--- src/rtl/oled_task_arbiter.sv ---
// rtl/oled_task_arbiter.sv - frame-aligned OLED pixel-stream arbiter for four tasks plus default renderer
module oled_task_arbiter #(
  parameter logic [15:0] CODE_A        = 16'b0001_0000_0001_1001,
  parameter logic [15:0] CODE_B        = 16'b0010_0011_0000_1011,
  parameter logic [15:0] CODE_C        = 16'b0100_0010_0010_1011,
  parameter logic [15:0] CODE_D        = 16'b1000_0011_0001_1001,
  parameter int          STABLE_CYCLES = 62500,
  parameter int          RESET_CYCLES  = 16
) (
  input  logic        clk,
  input  logic        reset,
  input  logic [15:0] sw,
  input  logic        frame_begin,
  input  logic [15:0] data_t0,
  input  logic [15:0] data_t1,
  input  logic [15:0] data_t2,
  input  logic [15:0] data_t3,
  input  logic [15:0] data_t4,
  output logic [15:0] oled_data,
  output logic [2:0]  active_task,
  output logic [3:0]  task_reset,
  output logic        switching
);

  localparam int SCW = (STABLE_CYCLES > 1) ? $clog2(STABLE_CYCLES) : 1;
  localparam int HCW = (RESET_CYCLES > 1) ? $clog2(RESET_CYCLES) : 1;
  localparam logic [SCW-1:0] STABLE_LAST = SCW'(STABLE_CYCLES - 1);
  localparam logic [HCW-1:0] HOLD_LAST   = HCW'(RESET_CYCLES - 1);

  typedef enum logic [1:0] {RUN, WAIT_FRAME, HOLD, SYNC} state_t;

  state_t         state;
  logic [2:0]     raw_code;
  logic [2:0]     candidate;
  logic [2:0]     stable_code;
  logic [SCW-1:0] cnt;
  logic [HCW-1:0] hcnt;
  logic [15:0]    owner_data;

  // All tasks held in reset except the current owner (none for the default renderer).
  function automatic logic [3:0] reset_mask(input logic [2:0] owner);
    logic [3:0] m;
    m = 4'b1111;
    if (owner != 3'd0) m[2'(owner - 3'd1)] = 1'b0;
    return m;
  endfunction

  // Switch pattern decode; the if-chain order makes the lowest index win on overlap.
  always_comb begin
    raw_code = 3'd0;
    if      (sw == CODE_A) raw_code = 3'd1;
    else if (sw == CODE_B) raw_code = 3'd2;
    else if (sw == CODE_C) raw_code = 3'd3;
    else if (sw == CODE_D) raw_code = 3'd4;
  end

  // Pixel source of the current owner.
  always_comb begin
    case (active_task)
      3'd1:    owner_data = data_t1;
      3'd2:    owner_data = data_t2;
      3'd3:    owner_data = data_t3;
      3'd4:    owner_data = data_t4;
      default: owner_data = data_t0;
    endcase
  end

  // Debounce: a decoded code must persist with a saturating counter before it is accepted.
  always_ff @(posedge clk) begin
    if (reset) begin
      candidate   <= 3'd0;
      cnt         <= '0;
      stable_code <= 3'd0;
    end else if (raw_code != candidate) begin
      candidate <= raw_code;
      cnt       <= '0;
    end else if (cnt == STABLE_LAST) begin
      stable_code <= candidate;
    end else begin
      cnt <= cnt + SCW'(1);
    end
  end

  // Ownership FSM: handovers wait for a frame boundary, hold the new task in reset,
  // then blank until the next frame boundary so the incoming task starts on a whole frame.
  always_ff @(posedge clk) begin
    if (reset) begin
      state       <= RUN;
      oled_data   <= 16'h0000;
      active_task <= 3'd0;
      task_reset  <= 4'b1111;
      switching   <= 1'b0;
      hcnt        <= '0;
    end else begin
      case (state)
        RUN: begin
          oled_data  <= owner_data;
          task_reset <= reset_mask(active_task);
          switching  <= 1'b0;
          if (stable_code != active_task) state <= WAIT_FRAME;
        end
        WAIT_FRAME: begin
          if (stable_code == active_task) begin
            oled_data <= owner_data;
            state     <= RUN;
          end else if (frame_begin) begin
            // The target follows stable_code right up to the boundary.
            active_task <= stable_code;
            task_reset  <= 4'b1111;
            oled_data   <= 16'h0000;
            hcnt        <= '0;
            switching   <= 1'b1;
            state       <= HOLD;
          end else begin
            oled_data <= owner_data;
          end
        end
        HOLD: begin
          oled_data <= 16'h0000;
          if (hcnt == HOLD_LAST) begin
            task_reset <= reset_mask(active_task);
            state      <= SYNC;
          end else begin
            hcnt <= hcnt + HCW'(1);
          end
        end
        SYNC: begin
          if (frame_begin) begin
            oled_data <= owner_data;
            switching <= 1'b0;
            state     <= RUN;
          end else begin
            oled_data <= 16'h0000;
          end
        end
        default: state <= RUN;
      endcase
    end
  end

endmodule

--- config.mk ---
export PLATFORM = sky130hd
export DESIGN_NAME = oled_task_arbiter
export DESIGN_NICKNAME = d
export VERILOG_FILES = /design/src/rtl/oled_task_arbiter.sv
export SDC_FILE = /design/constraint.sdc
export NUM_CORES = 1
export LEC_CHECK = 0
export CORE_ASPECT_RATIO = 1.4
export CORE_MARGIN = 5
export CORE_UTILIZATION = 27
export DETAILED_ROUTE_END_ITERATION = 8
export GPL_ROUTABILITY_DRIVEN = 1
export GPL_TIMING_DRIVEN = 0
export SLEW_MARGIN = 10
export SYNTH_ARGS = -nofsm -noshare
export SYNTH_HDL_FRONTEND = slang
export SYNTH_SLANG_ARGS = --single-unit
--- constraint.sdc ---
create_clock -name clk -period 3.4 [get_ports clk]
set_clock_uncertainty 0.1 [all_clocks]
set_input_delay 0.68 -clock clk [delete_from_list [all_inputs] [get_ports clk]]
set_output_delay 0.68 -clock clk [all_outputs]
set_load 0.02 [all_outputs]
==> metrics.md <==
| Metric | Value |
|---|---|
| Status | `complete, no violations` |
| DRC | `0` |
| Mux contribution to synthesized area | `14.7%` |
| Count of cell types in the netlist | `43` |
| Total CTS buffers | `5` |
| Gates resized, CTS repair | `0` |
| Hold path depth | `2` |
| Max VDD drop | `261 uV` |
| DR WL/cell | `15.0 um` |
| Synth area leader | `dfxtp_1` |
| Post-placement cell area | `4260 um2` |
| Minimum clock period after layout | `3220 ps` |
| Flop2flop setup slack | `470 ps` |
| CTS tree | `done` |
| Row count | `44` |
| Syn Nets | `403` |
| Vias in the first global route | `2864` |
| Gpl congestion | `0.802` |
| Reg2Reg Launch Point | `active_task[2]` |
| Root Buffer | `clkbuf_16` |
| Area of the multi-input gates | `1710 um2` |
| Post-route insts no fill | `570` |
| P_leak | `1.50 nW` |
| Port Buffer Count | `122` |
| Routed WL | `8550 um` |
| Die width | `97.1 um` |
| Highest clock rate | `0.310 GHz` |
| Synth Area in Adders | `0.873%` |
| Tot Pwr | `0.00142 W` |
| Pre-CTS setup slack | `-130 ps` |
| CP Launch Type | `input pin` |
| Clock slew at the register clock pins of the worst setup and hold paths | `70 ps` |
| Post-DR vias/cell | `4.82` |
| Hold Startpoint | `hcnt[1]` |
| CP arrival | `3360 ps` |
| Yosys reg bits | `52` |
| Commonest non-fill, non-tap cell in the layout | `clkdlybuf4s50_1` |
| Effective utilization at floorplan | `27.5%` |
| Hold WS | `386 ps` |
| Slew Viols, Final | `0` |
| Largest family of logic cells by synthesized area | `simple AND/OR/NAND/NOR gates` |
| Mapped Avg Cell Area | `9.49 um2` |
| Hold EP | `hcnt[1]` |
| Later-pin clock latency in the skew report | `300 ps` |
| Fill cells | `1015` |
| PD cells | `322 nW/um2` |
| Global-route wire length before repair | `14100 um` |
| Setup WS post-layout | `177 ps` |
| Post-synth top flop | `dfxtp_1` |
| DR iter-0 viols | `117` |
| Design area | `4430 um2` |
| Rel. slew slack | `33.2%` |
| CP Data Required Time | `3540 ps` |
| H-tree depth | `2` |
| GRT overflow | `0` |
| Largest net degree at the start of global routing | `17` |
| Cts hold-fix bufs | `0` |
| Yosys top cell area share | `36.3%` |
| Post-route ant nets | `0` |
| Min-Delay Path Class | `reg -> reg` |
| Chip height | `132 um` |
| Slowest stage delay, CP | `540 ps` |
| Post-CTS setup buffer count | `0` |
| Reg-to-reg critical path endpoint | `oled_data[11]` |
| Worst-margin pin slew | `995 ps` |
| # setup viols final | `0` |
| Num ports | `123` |
| Synth Area in Compound Gates | `12.3%` |
| Max Root-Sink Buffers | `2` |
| Ys Warns | `0` |
| Die Area | `12800 um2` |
| EDFF count, synth | `0` |
| Antenna violations before repair | `0` |
| Post-Synth Simple-Gate Area | `25.2%` |
| Worst path cell trace | `clkdlybuf4s50_1 -> or4b_1 -> or4_1 -> a21oi_1 -> xor2_1 -> or3_1 -> buf_6 -> buf_12 -> nor2_4` |
| CP top delay family | `simple AND/OR/NAND/NOR gates` |
| Total GRT Usage | `13.3%` |
| Vias | `2748` |
| DP HPWL | `6880 um` |
| Setup Crit Path Kind | `in -> reg` |
| Share of layout cells above drive strength 1 | `10.6%` |
| CP bufs+invs | `3` |
| Ys async rst share | `0%` |
| Slowest CP cell | `or4b_1` |
| Critical Path Fanout Max | `10` |
| Max-Cap Viols | `0` |
| Post-Syn Area | `2870 um2` |
| Most frequent cells in the layout | `122 x clkdlybuf4s50_1, 52 x dfxtp_1, 35 x nor2_1` |
| Area growth from synthesis to layout | `54.5%` |
| Core area | `10400 um2` |
| Synth Instances | `302` |
| CP endpoint kind | `flop` |
| Sequential area share after synthesis | `36.3%` |
| Post-Synth XOR/XNOR Area | `6.72%` |
| First-pass DRT Iterations | `4` |
| Placed cell count | `562` |
| Worst r2r path cells | `9` |
| Final #Nets | `532` |
| Top cells by area, synth | `dfxtp_1 36%, mux4_2 13%, a311oi_1 5.2%` |
| RSZ-0062 raised after global routing | `false` |
| Clock sinks | `52` |
| Flip-flop and latch area | `1040 um2` |
| Fin crit share | `94.8%` |
| Final hold violations | `0` |
| Ant. Diodes | `0` |
-- per-layer routing --
layer | vias to the layer above | global-route usage, % | wire length, um
li1 | 1370 | - | -
met1 | 1265 | 15.2 | 3470
met2 | 104 | 24.0 | 4380
met3 | 9 | 3.23 | 542
met4 | 0 | 4.68 | 157
met5 | - | 0 | 0
-- cell type report --
cell class / count / area share, %
clock inverters: 3 / 0.961
clock buffers: 5 / 2.83
inverters: 2 / 0.170
repair buffers: 122 / 27.6
flip-flops and latches: 52 / 23.5
multi-input cells: 227 / 38.7
plain buffers: 21 / 2.37
well taps: 138 / 3.90
-- how the worst max path moves through the flow --
stage,cells after the start,slack [ps],to,startpoint
floorplan,8,470,cnt[1],sw[1]
global placement,9,-100,cnt[10],sw[5]
detailed placement,9,-130,cnt[12],sw[5]
CTS,9,170,cnt[12],sw[5]
global route,8,50,oled_data[8],frame_begin
finish,9,180,cnt[12],sw[5]
-- flip-flops by register name (all words and copies together) (netlist names), named ones only --
signal / count
oled_data: 16
stable_code: 3
task_reset: 4
candidate: 3
active_task: 3
cnt: 16
state: 1
switching: 1
hcnt: 4
-- cell families (layout without fill, tap and decap cells) --
| logic type | after synthesis | after routing |
|---|---|---|
| and+or+nand+nor | 128 | 128 |
| muxes | 22 | 22 |
| xor gates and xnor gates | 22 | 22 |
| AOI/OAI and AO/OA | 53 | 53 |
| adders and majority gates | 2 | 2 |
| DFF | 52 | 52 |
| buffers and inverters | 23 | 153 |
-- cell usage after synthesis (2+ instances only) --
cell	count
a311oi_1	17
nand3b_1	2
nor4_1	2
and3_1	5
o31ai_1	3
dfxtp_1	52
mux4_2	16
nor2_4	10
nand4_1	5
nand3_1	13
a21oi_1	8
xnor2_1	9
mux2i_1	5
nand2_1	28
nand2b_1	6
clkbuf_1	16
ha_1	2
or4_4	2
o21ai_0	20
inv_1	2
nand4b_1	2
buf_2	2
xor2_1	13
o21ai_2	2
or3_1	4
nor2_1	35
nor3_1	3
nor4bb_1	3
-- tightest hold or removal path, stage by stage, from the launching register on --
cell	delay, ps
dfxtp_1	330
nand2_1	60
a21oi_1	50
-- stage by stage --
stage               util, %  setup TNS, ps
floorplan                 -              0
global placement       40.9          -1100
detailed placement     40.9          -1640
CTS                    42.5              0
global route           42.5              0
finish                 42.5              0
-- power breakdown --
| part | switching [W] | total [W] | internal, W |
|---|---|---|---|
| sequential | 0.00000605 | 0.000628 | 0.000622 |
| clock | 0.000234 | 0.000580 | 0.000346 |
| combinational | 0.0000682 | 0.000217 | 0.000149 |
| total | 0.000308 | 0.00142 | 0.00112 |
No activity file was read; power rests on OpenSTA's default activity.
